`config.mk`:
```
export PLATFORM = sky130hd
export DESIGN_NAME = dfr_phase_sequencer
export DESIGN_NICKNAME = d
export VERILOG_FILES = /design/src/rtl/dfr_phase_sequencer.sv
export SDC_FILE = /design/constraint.sdc
export NUM_CORES = 1
export LEC_CHECK = 0
export ABC_AREA = 1
export CORE_MARGIN = 8
export CORE_UTILIZATION = 50
export CTS_CLUSTER_DIAMETER = 40
export DETAILED_ROUTE_END_ITERATION = 12
export PLACE_DENSITY_LB_ADDON = 0.12
export SLEW_MARGIN = 20
export SYNTH_ARGS = -nofsm -noshare
export SYNTH_HDL_FRONTEND = slang
export SYNTH_SLANG_ARGS = --single-unit
```
`constraint.sdc`:
```
create_clock -name S_AXI_ACLK -period 2.9 [get_ports S_AXI_ACLK]
set_input_delay 0.58 -clock S_AXI_ACLK [delete_from_list [all_inputs] [get_ports S_AXI_ACLK]]
set_output_delay 0.58 -clock S_AXI_ACLK [all_outputs]
set_load 0.01 [all_outputs]
```
`src/rtl/dfr_phase_sequencer.sv`:
```
// dfr_phase_sequencer
// Run sequencer for the DFR core. One start pulse steps the reservoir through
// reset, warm-up (INIT) and history capture, then hands off to the matrix
// multiplier. Supports INIT/multiply skip modes, abort, per-sample indexing and
// a sticky address-overflow flag. Every output is decoded from registered
// state or counters, so no input reaches an output combinationally.

module dfr_phase_sequencer #(
  parameter int CNT_WIDTH   = 16,
  parameter int NUM_OUTPUTS = 4
) (
  input  logic                 S_AXI_ACLK,
  input  logic                 S_AXI_ARESETN,
  input  logic                 start,
  input  logic                 abort,
  input  logic [1:0]           mode,
  input  logic [CNT_WIDTH-1:0] num_init_steps,
  input  logic [CNT_WIDTH-1:0] num_steps_per_sample,
  input  logic [CNT_WIDTH-1:0] num_samples,
  input  logic                 mm_busy,
  output logic                 busy,
  output logic                 done,
  output logic                 reservoir_en,
  output logic                 reservoir_rst,
  output logic                 history_en,
  output logic [CNT_WIDTH-1:0] input_addr,
  output logic [CNT_WIDTH-1:0] history_addr,
  output logic [CNT_WIDTH-1:0] sample_idx,
  output logic                 mm_start,
  output logic                 mm_rst,
  output logic [CNT_WIDTH-1:0] mm_rows,
  output logic                 overflow
);

  localparam logic [CNT_WIDTH-1:0] ONE = CNT_WIDTH'(1);

  typedef enum logic [2:0] {
    S_IDLE, S_RST, S_INIT, S_CAPTURE, S_MM_START, S_MM_WAIT, S_DONE, S_ABORT
  } state_t;

  state_t r_state;
  state_t w_next;
  state_t w_post_init;

  // Run configuration, frozen on the start cycle
  logic [CNT_WIDTH-1:0] r_n;
  logic [CNT_WIDTH-1:0] r_p;
  logic [CNT_WIDTH-1:0] r_s;
  logic [1:0]           r_mode;

  // Progress counters
  logic [CNT_WIDTH-1:0] r_init_cnt;
  logic [CNT_WIDTH-1:0] r_step;
  logic [CNT_WIDTH-1:0] r_sample_idx;
  logic [CNT_WIDTH-1:0] r_input_addr;
  logic [CNT_WIDTH-1:0] r_history_addr;
  logic                 r_overflow;
  logic                 r_seen;

  logic w_cap_ok;
  logic w_init_last;
  logic w_step_last;
  logic w_cap_last;

  // A zero-length capture (P or S zero) is skipped entirely.
  assign w_cap_ok    = (r_p != '0) && (r_s != '0);
  assign w_init_last = (r_init_cnt == r_n - ONE);
  assign w_step_last = (r_step == r_p - ONE);
  assign w_cap_last  = w_step_last && (r_sample_idx == r_s - ONE);
  assign w_post_init = w_cap_ok ? S_CAPTURE : (r_mode[1] ? S_DONE : S_MM_START);

  // State register
  always_ff @(posedge S_AXI_ACLK or negedge S_AXI_ARESETN) begin
    if (!S_AXI_ARESETN) r_state <= S_IDLE;
    else                r_state <= w_next;
  end

  // Next-state logic; abort overrides every transition outside IDLE
  always_comb begin
    w_next = r_state;
    case (r_state)
      S_IDLE:     if (start) w_next = S_RST;
      S_RST:      w_next = (!r_mode[0] && (r_n != '0)) ? S_INIT : w_post_init;
      S_INIT:     if (w_init_last) w_next = w_post_init;
      S_CAPTURE:  if (w_cap_last) w_next = r_mode[1] ? S_DONE : S_MM_START;
      S_MM_START: w_next = S_MM_WAIT;
      S_MM_WAIT:  if (!mm_busy && r_seen) w_next = S_DONE;
      S_DONE:     w_next = S_IDLE;
      S_ABORT:    w_next = S_IDLE;
      default:    w_next = S_IDLE;
    endcase
    if (abort && (r_state != S_IDLE)) w_next = S_ABORT;
  end

  // Output decode from registered state and counters only
  always_comb begin
    busy          = (r_state != S_IDLE);
    done          = (r_state == S_DONE);
    reservoir_en  = (r_state == S_INIT) || (r_state == S_CAPTURE);
    reservoir_rst = (r_state == S_RST)  || (r_state == S_ABORT);
    mm_rst        = (r_state == S_RST)  || (r_state == S_ABORT);
    history_en    = (r_state == S_CAPTURE);
    mm_start      = (r_state == S_MM_START);
    input_addr    = r_input_addr;
    history_addr  = r_history_addr;
    sample_idx    = r_sample_idx;
    overflow      = r_overflow;
    mm_rows       = CNT_WIDTH'(NUM_OUTPUTS);
  end

  // Config latch, address/step counters, overflow and multiplier-seen flag.
  // Addresses advance at the edge ending each enabled cycle, so the first
  // enabled cycle presents address 0. Counters hold after the run ends.
  always_ff @(posedge S_AXI_ACLK or negedge S_AXI_ARESETN) begin
    if (!S_AXI_ARESETN) begin
      r_n            <= '0;
      r_p            <= '0;
      r_s            <= '0;
      r_mode         <= '0;
      r_init_cnt     <= '0;
      r_step         <= '0;
      r_sample_idx   <= '0;
      r_input_addr   <= '0;
      r_history_addr <= '0;
      r_overflow     <= 1'b0;
      r_seen         <= 1'b0;
    end else begin
      case (r_state)
        S_IDLE: begin
          if (start) begin
            r_n            <= num_init_steps;
            r_p            <= num_steps_per_sample;
            r_s            <= num_samples;
            r_mode         <= mode;
            r_init_cnt     <= '0;
            r_step         <= '0;
            r_sample_idx   <= '0;
            r_input_addr   <= '0;
            r_history_addr <= '0;
            r_overflow     <= 1'b0;
            r_seen         <= 1'b0;
          end
        end
        S_INIT: begin
          r_init_cnt   <= r_init_cnt + ONE;
          r_input_addr <= r_input_addr + ONE;
          if (&r_input_addr) r_overflow <= 1'b1;
        end
        S_CAPTURE: begin
          r_input_addr   <= r_input_addr + ONE;
          r_history_addr <= r_history_addr + ONE;
          if ((&r_input_addr) || (&r_history_addr)) r_overflow <= 1'b1;
          // sample_idx stays at S-1 after the final step
          if (w_step_last) begin
            r_step <= '0;
            if (!w_cap_last) r_sample_idx <= r_sample_idx + ONE;
          end else begin
            r_step <= r_step + ONE;
          end
        end
        S_MM_START: r_seen <= 1'b0;
        S_MM_WAIT:  if (mm_busy) r_seen <= 1'b1;
        default: ;
      endcase
    end
  end

endmodule

```
Word level (Yosys, flattened, before mapping)
Index checks and enable logic that the tools add are counted.

operators by class
  add/subtract/negate cells = 8
  muxes and demuxes = 24
  equal/unequal tests = 20
  reductions and logical operators = 32

operators with widths
  operator                                                number
  one-hot mux 16 bit (2 select lines)                     5
  adder 16 x 1 -> 16 bit (second input constant)          5
  two-way mux 16 bit                                      4
  == test 16 bit                                          3
  nonzero test 16 bit                                     3
  subtractor 16 x 1 -> 16 bit (second input constant)     3
  AND reduction 16 bit                                    2
  two-way mux 3 bit                                       7
  one-hot mux 3 bit (7 select lines)                      1
  == test 3 bit (second input constant)                   4
  AND reduction 4 bit                                     3
  inequality test 3 bit (second input constant)           3
  nonzero test 3 bit                                      3
  AND reduction 2 bit                                     4
  == test 3 x 2 -> 1 bit (second input constant)          2
  inequality test 2 x 1 -> 1 bit (second input constant)  3
  inequality test 2 bit (second input constant)           3
  one-hot mux 1 bit (3 select lines)                      2
  nonzero test 2 bit                                      3
  logical AND 1 bit                                       5
  two-way mux 1 bit                                       4
  OR reduction 2 bit                                      2
  == test 3 x 1 -> 1 bit (second input constant)          1
  zero test 3 bit                                         1
  5 further kinds                                         8

word-level totals
  register bits after elaboration = 135
  input bits = 55
  word-level logic and storage cells = 96
  output and inout port bits = 72

Logic depth before layout (Yosys ltp)
  depth after elaboration = 6
  mapped depth = 18
  gate-level depth less buffers = 18

Worst setup path after synthesis
Ideal clock, no wire load.

  path type = reg2reg
  start = reg r_p[0]
  end = reg r_sample_idx[11], in the netlist sample_idx[11]
  path slack = 819 ps
  data arrival time = 1964 ps
  required time = 2783 ps
  stages on the path, launching flop included = 15
  setup time = 117 ps
  buffers on the path = 1
  cell sequence = dfrtp_1 -> inv_1 -> ha_1 -> nand2_2 -> nor2_4 -> nand3_1 -> nand3_1 -> nand3_1 -> nor2_2 -> nand3_2 -> o21bai_4 -> nand2_4 -> buf_6 -> nand2_1 -> nand2_1

on the way
  cells in the longest elaborated chain, start to end = 5

ends and longest elaborated chain
  element                            line  text
  from (decl)                        47    logic [CNT_WIDTH-1:0] r_p;
  from (signal assigned)             132   r_p <= num_steps_per_sample;
  subtractor 16 x 1 -> 16 bit (*)    68    assign w_step_last = (r_step == r_p - ONE);
  == test 16 bit (*)                 68
  logical AND 1 bit                  69    assign w_cap_last = w_step_last && (r_sample_idx == r_s - ONE);
  inequality test 2 bit (no line)    --
  AND reduction 4 bit (no line) (*)  --
  to (signal assigned)               156   if (!w_cap_last) r_sample_idx <= r_sample_idx + ONE;
  to (decl)                          54    logic [CNT_WIDTH-1:0] r_sample_idx;

Mark *: on every way between the ends. The rest lies on a longest branch, timed or not.
A chain may end at the register's enable or synchronous reset.

Worst setup path after layout
  start = reg r_state[1]
  end = out mm_rst

on the way
  cells in the longest elaborated chain, start to end = 2

ends and longest elaborated chain
  element                                                         line  text
  from (decl)                                                     41    state_t r_state;
  from (signal assigned)                                          75    else r_state <= w_next;
  == test 3 x 1 -> 1 bit / == test 3 bit (equally long branches)  101   mm_rst = (r_state == S_RST) || (r_state == S_ABORT);
  logical OR 1 bit (*)                                            101
  to (decl)                                                       30    output logic mm_rst,

Marked as above.

==> report_table.html <==
<table>
<tr><th>Metric</th><th>Value</th></tr>
<tr><th colspan="2">Synth</th></tr>
<tr><td>Top post-synthesis cells by count</td><td>nand2_1 (410), inv_1 (160), nor2_1 (157)</td></tr>
<tr><td>Area share of the largest cell type after synthesis</td><td>38.0%</td></tr>
<tr><td>Yosys warnings</td><td>0</td></tr>
<tr><td>Number of synthesized flops with an enable pin</td><td>0</td></tr>
<tr><td>Proportion of synthesized flip-flops having asynchronous set or reset</td><td>100%</td></tr>
<tr><td>Cell type contributing the most total cell area after synthesis</td><td>dfrtp_1</td></tr>
<tr><td>Most common flop cell mapped by yosys</td><td>dfrtp_1</td></tr>
<tr><td>Cell types with the largest area share after synthesis</td><td>dfrtp_1 (38%), nand2_1 (17%), inv_1 (6.8%), nor2_1 (6.6%), nand3_1 (5.9%)</td></tr>
<tr><td>Register bit count reported by yosys</td><td>135</td></tr>
<tr><td>Post-synthesis sequential area ratio</td><td>38.0%</td></tr>
<tr><td>Cell Area, Synth</td><td>0.00888 mm²</td></tr>
<tr><td>Cell count after synthesis</td><td>1313</td></tr>
<tr><td>Mean post-synth cell area</td><td>6.77 µm²</td></tr>
<tr><td>Cell with the most instances after synthesis</td><td>nand2_1</td></tr>
<tr><td>Cell variety after synth</td><td>45</td></tr>
<tr><th colspan="2">Clocking</th></tr>
<tr><td>Clock slew at reported path FFs</td><td>60 ps</td></tr>
<tr><td>Number of buffers inserted to repair setup after CTS</td><td>0</td></tr>
<tr><td>Hold-fix buffers at CTS</td><td>0</td></tr>
<tr><td>CTS Buf Count</td><td>17</td></tr>
<tr><td>Insertion delay of the later-clocked pin in the worst-skew pair</td><td>420 ps</td></tr>
<tr><td>Root Driver</td><td>clkbuf_16</td></tr>
<tr><td>CTS-repair resized insts</td><td>0</td></tr>
<tr><td>H-Tree Level Count</td><td>4</td></tr>
<tr><td>Clock net sink count</td><td>135</td></tr>
<tr><td>CTS tree</td><td>built</td></tr>
<tr><td>Number of buffers on the longest clock path</td><td>2</td></tr>
<tr><th colspan="2">Critical path</th></tr>
<tr><td>Delay-heaviest family, CP</td><td>buffers and inverters</td></tr>
<tr><td>Critical Path RT</td><td>2320 ps</td></tr>
<tr><td>Internal reg-to-reg setup slack</td><td>470 ps</td></tr>
<tr><td>Critical path launch point</td><td>r_state[1]$_DFFE_PN0P_</td></tr>
<tr><td>Arr. time, crit path</td><td>2060 ps</td></tr>
<tr><td>Startpoint of the lowest-slack register-to-register path</td><td>r_p[0]$_DFFE_PN0P_</td></tr>
<tr><td>Depth of the most critical reg-to-reg path</td><td>12</td></tr>
<tr><td>CP cell instances</td><td>inv_1 &gt; nor2_2 &gt; buf_4 &gt; nor3_1 &gt; clkdlybuf4s50_1</td></tr>
<tr><td>Worst reg2reg endpoint</td><td>r_step[7]$_DFFE_PN0P_</td></tr>
<tr><td>Number of cells on the critical path</td><td>5</td></tr>
<tr><td>Buffering stage count on the worst path with inverters included</td><td>3</td></tr>
<tr><td>Start-to-end type of the worst setup path</td><td>reg -&gt; out</td></tr>
<tr><td>Peak fanout along the critical path</td><td>15</td></tr>
<tr><td>Endpoint type of the worst setup path</td><td>primary output</td></tr>
<tr><td>Largest stage delay, worst path</td><td>630 ps</td></tr>
<tr><td>Capturing instance or port of the critical path</td><td>mm_rst</td></tr>
<tr><td>Critical Path Slowest Stage Cell</td><td>clkdlybuf4s50_1</td></tr>
<tr><td>Type of element launching the critical path</td><td>flip-flop</td></tr>
<tr><th colspan="2">Timing</th></tr>
<tr><td>Worst slew margin relative to its limit</td><td>43.8%</td></tr>
<tr><td>Max-slew violations</td><td>0</td></tr>
<tr><td>Unrepaired setup endpoints after global routing</td><td>false</td></tr>
<tr><td>Final Worst Setup Slack</td><td>256 ps</td></tr>
<tr><td>Transition time of the tightest slew-check pin</td><td>843 ps</td></tr>
<tr><td>Final Hold Vio Count</td><td>0</td></tr>
<tr><td>Worst clock skew</td><td>9.10 ps</td></tr>
<tr><td>Crit path time final</td><td>2640 ps</td></tr>
<tr><td>FMAX</td><td>0.378 GHz</td></tr>
<tr><td>Final setup violation count</td><td>0</td></tr>
<tr><td>Final setup TNS</td><td>0 ps</td></tr>
<tr><td>Final worst path period share</td><td>91.2%</td></tr>
<tr><th colspan="2">GRT</th></tr>
<tr><td>Global-route congestion overflow total</td><td>0</td></tr>
<tr><td>Vias in the first global route</td><td>8155</td></tr>
<tr><td>First-pass GRT wire length</td><td>39000 µm</td></tr>
<tr><td>Met2 Resource Use GR</td><td>34.7%</td></tr>
<tr><td>Pin count of the biggest net entering global routing</td><td>93</td></tr>
<tr><td>Global-route usage over all layers</td><td>21.5%</td></tr>
<tr><td>Met1 Track Usage GR</td><td>27.7%</td></tr>
<tr><td>Number of antenna violations at the first check in global routing</td><td>0</td></tr>
<tr><td>GRT met3 Usage</td><td>5.86%</td></tr>
<tr><td>Most congested layer reported by global routing</td><td>met2</td></tr>
<tr><th colspan="2">Pwr</th></tr>
<tr><td>Static leakage power</td><td>0.00502 µW</td></tr>
<tr><td>Sequential share of power</td><td>32.9%</td></tr>
<tr><td>Switching share of total power</td><td>44.9%</td></tr>
<tr><td>Cell Pwr Density</td><td>909 mW/mm²</td></tr>
<tr><td>Internal power contribution</td><td>5380 µW</td></tr>
<tr><td>Net Sw Power</td><td>4390 µW</td></tr>
<tr><td>Proportion of power drawn by the clock network</td><td>21.3%</td></tr>
<tr><td>Logic gate share of total power</td><td>45.8%</td></tr>
<tr><td>Maximum VDD drop</td><td>0.000574 V</td></tr>
<tr><td>Power, Total</td><td>9770 µW</td></tr>
<tr><th colspan="2">Hold path</th></tr>
<tr><td>Worst min-delay path class</td><td>in -&gt; async</td></tr>
<tr><th colspan="2">Route</th></tr>
<tr><td>Number of violations reported at the end of detailed-routing iteration 0</td><td>487</td></tr>
<tr><td>Vias</td><td>8613</td></tr>
<tr><td>Post-route ant nets</td><td>0</td></tr>
<tr><td>Wirelength per Cell</td><td>14.3 µm</td></tr>
<tr><td>Number of search-and-repair iterations in the first detailed-routing pass</td><td>5</td></tr>
<tr><td>Routed Wire Length</td><td>23700 µm</td></tr>
<tr><td>Via-to-Cell Ratio</td><td>5.19</td></tr>
<tr><td>Residual DRC count</td><td>0</td></tr>
<tr><th colspan="2">Finish</th></tr>
<tr><td>Post-layout utilization of the core</td><td>61.9%</td></tr>
<tr><td>Post-layout net count</td><td>1488</td></tr>
<tr><td>Ratio of cells with drive above 1 in the final layout</td><td>5.36%</td></tr>
<tr><td>Area of combinational cells with multiple inputs</td><td>0.00470 mm²</td></tr>
<tr><td>Area growth from synthesis to layout</td><td>21.0%</td></tr>
<tr><td>Fillcell total</td><td>1652</td></tr>
<tr><td>Storage cell area</td><td>0.00338 mm²</td></tr>
<tr><td>N_diodes</td><td>0</td></tr>
<tr><th colspan="2">Placed design</th></tr>
<tr><td>Global placer's final weighted congestion</td><td>0.908</td></tr>
<tr><td>Total of buffers placed on input and output ports</td><td>110</td></tr>
<tr><td>Dpl ws</td><td>467 ps</td></tr>
<tr><td>Final HPWL DP</td><td>17800 µm</td></tr>
<tr><th colspan="2">Floorplanning</th></tr>
<tr><td>Num rows</td><td>48</td></tr>
<tr><td>Die Outline Area</td><td>0.0223 mm²</td></tr>
<tr><td>Die Y-Extent</td><td>149 µm</td></tr>
<tr><td>Number of primary I/O pins</td><td>127</td></tr>
<tr><td>Area of the core</td><td>0.0174 mm²</td></tr>
<tr><td>Starting density of the core</td><td>51.2%</td></tr>
<tr><td>Horiz. Die Dim</td><td>149 µm</td></tr>
<tr><th colspan="2">Run status</th></tr>
<tr><td>Result of the run</td><td>complete, no violations</td></tr>
<tr><th colspan="2">Run</th></tr>
<tr><td>Number of max-capacitance violations reported</td><td>0</td></tr>
</table>
-- cell type report --
type,instances,share of cell area (%)
multi-input cells,982,43.7
flip-flops and latches,135,31.4
well taps,225,2.62
inverters,166,5.80
repair buffers,121,11.1
clock buffers,17,3.96
clock inverters,15,1.33
-- worst min path at each step --
| stage | start | to | slack (ps) | cells after the start |
|---|---|---|---|---|
| after CTS | S_AXI_ARESETN | r_step[7]$_DFFE_PN0P_ | 130 | 1 |
| after global placement | r_seen$_DFFE_PN0P_ | r_seen$_DFFE_PN0P_ | 470 | 2 |
| final | S_AXI_ARESETN | r_step[7]$_DFFE_PN0P_ | 110 | 1 |
| after floorplan | S_AXI_ARESETN | history_addr[0]$_DFFE_PN0P_ | 280 | 0 |
| after global routing | S_AXI_ARESETN | r_step[7]$_DFFE_PN0P_ | 140 | 1 |
| after detailed placement | r_seen$_DFFE_PN0P_ | r_seen$_DFFE_PN0P_ | 480 | 2 |
-- power by group through the flow --
stage          Clock, µW  Combinational, µW  Sequential, µW
2_1_floorplan          0               3270            3060
3_3_place_gp           0               4360            3220
3_5_place_dp           0               4440            3220
4_1_cts             2130               4480            3200
5_1_grt             2200               5110            3310
6_report            2080               4470            3220
-- worst reg2reg max path, delay by kind of cell, from the launching register on --
family,cells,cell delay (ps)
AO/OA/AOI/OAI,1,80
adder cells (fa/ha/maj),1,250
buffers and inverters,2,340
flip-flops,1,410
AND/OR/NAND/NOR,8,1240
-- sequential cells by signal, indices dropped and copies added, names as in the netlist --
name / cells
history_addr: 16
input_addr: 16
r_init_cnt: 16
r_n: 16
r_p: 16
r_s: 16
r_step: 16
sample_idx: 16
r_state: 3
r_mode: 2
overflow: 1
r_seen: 1
-- stage by stage --
stage                     instances  area [µm²]  hold WS (ps)
after global routing           1661       10700           141
after global placement         1629       10200           472
after floorplan                1327        8940           284
after detailed placement       1629       10200           482
final                          1661       10700           107
after CTS                      1661       10700           130
-- layer usage --
| metal | part of all wire [%] | vias up |
|---|---|---|
| met5 | 0 | - |
| met4 | 1.6 | 0 |
| met3 | 6.2 | 33 |
| met2 | 45 | 209 |
| met1 | 47 | 4018 |
| li1 | - | 4353 |
-- cell families after synthesis --
group	after synthesis	synth area share, %
simple gates	753	35.9
buf+inv	210	9.77
compound gates	144	9.00
flops	135	38.0
xor+xnor	56	5.52
fa+ha+maj	10	1.41
mux	3	0.338
other cells	2	0.0845
-- layout by cell type, fill, tap and decap left out, drive strengths merged, types with 4 or more instances in the layout --
| cell type | n |
|---|---|
| nor2 | 171 |
| clkbuf | 17 |
| clkinv | 4 |
| a22oi | 4 |
| clkdlybuf4s50 | 109 |
| buf | 12 |
| nor4 | 5 |
| conb | 16 |
| nand2 | 413 |
| o21ai | 79 |
| nand4 | 20 |
| ha | 10 |
| xnor2 | 22 |
| dfrtp | 135 |
| nand3 | 107 |
| o21bai | 5 |
| o22ai | 11 |
| or2 | 4 |
| nor3 | 23 |
| nand3b | 7 |
| inv | 171 |
| xor2 | 34 |
| a21oi | 34 |
| clkinvlp | 5 |
(Power assumes the default switching activity.)
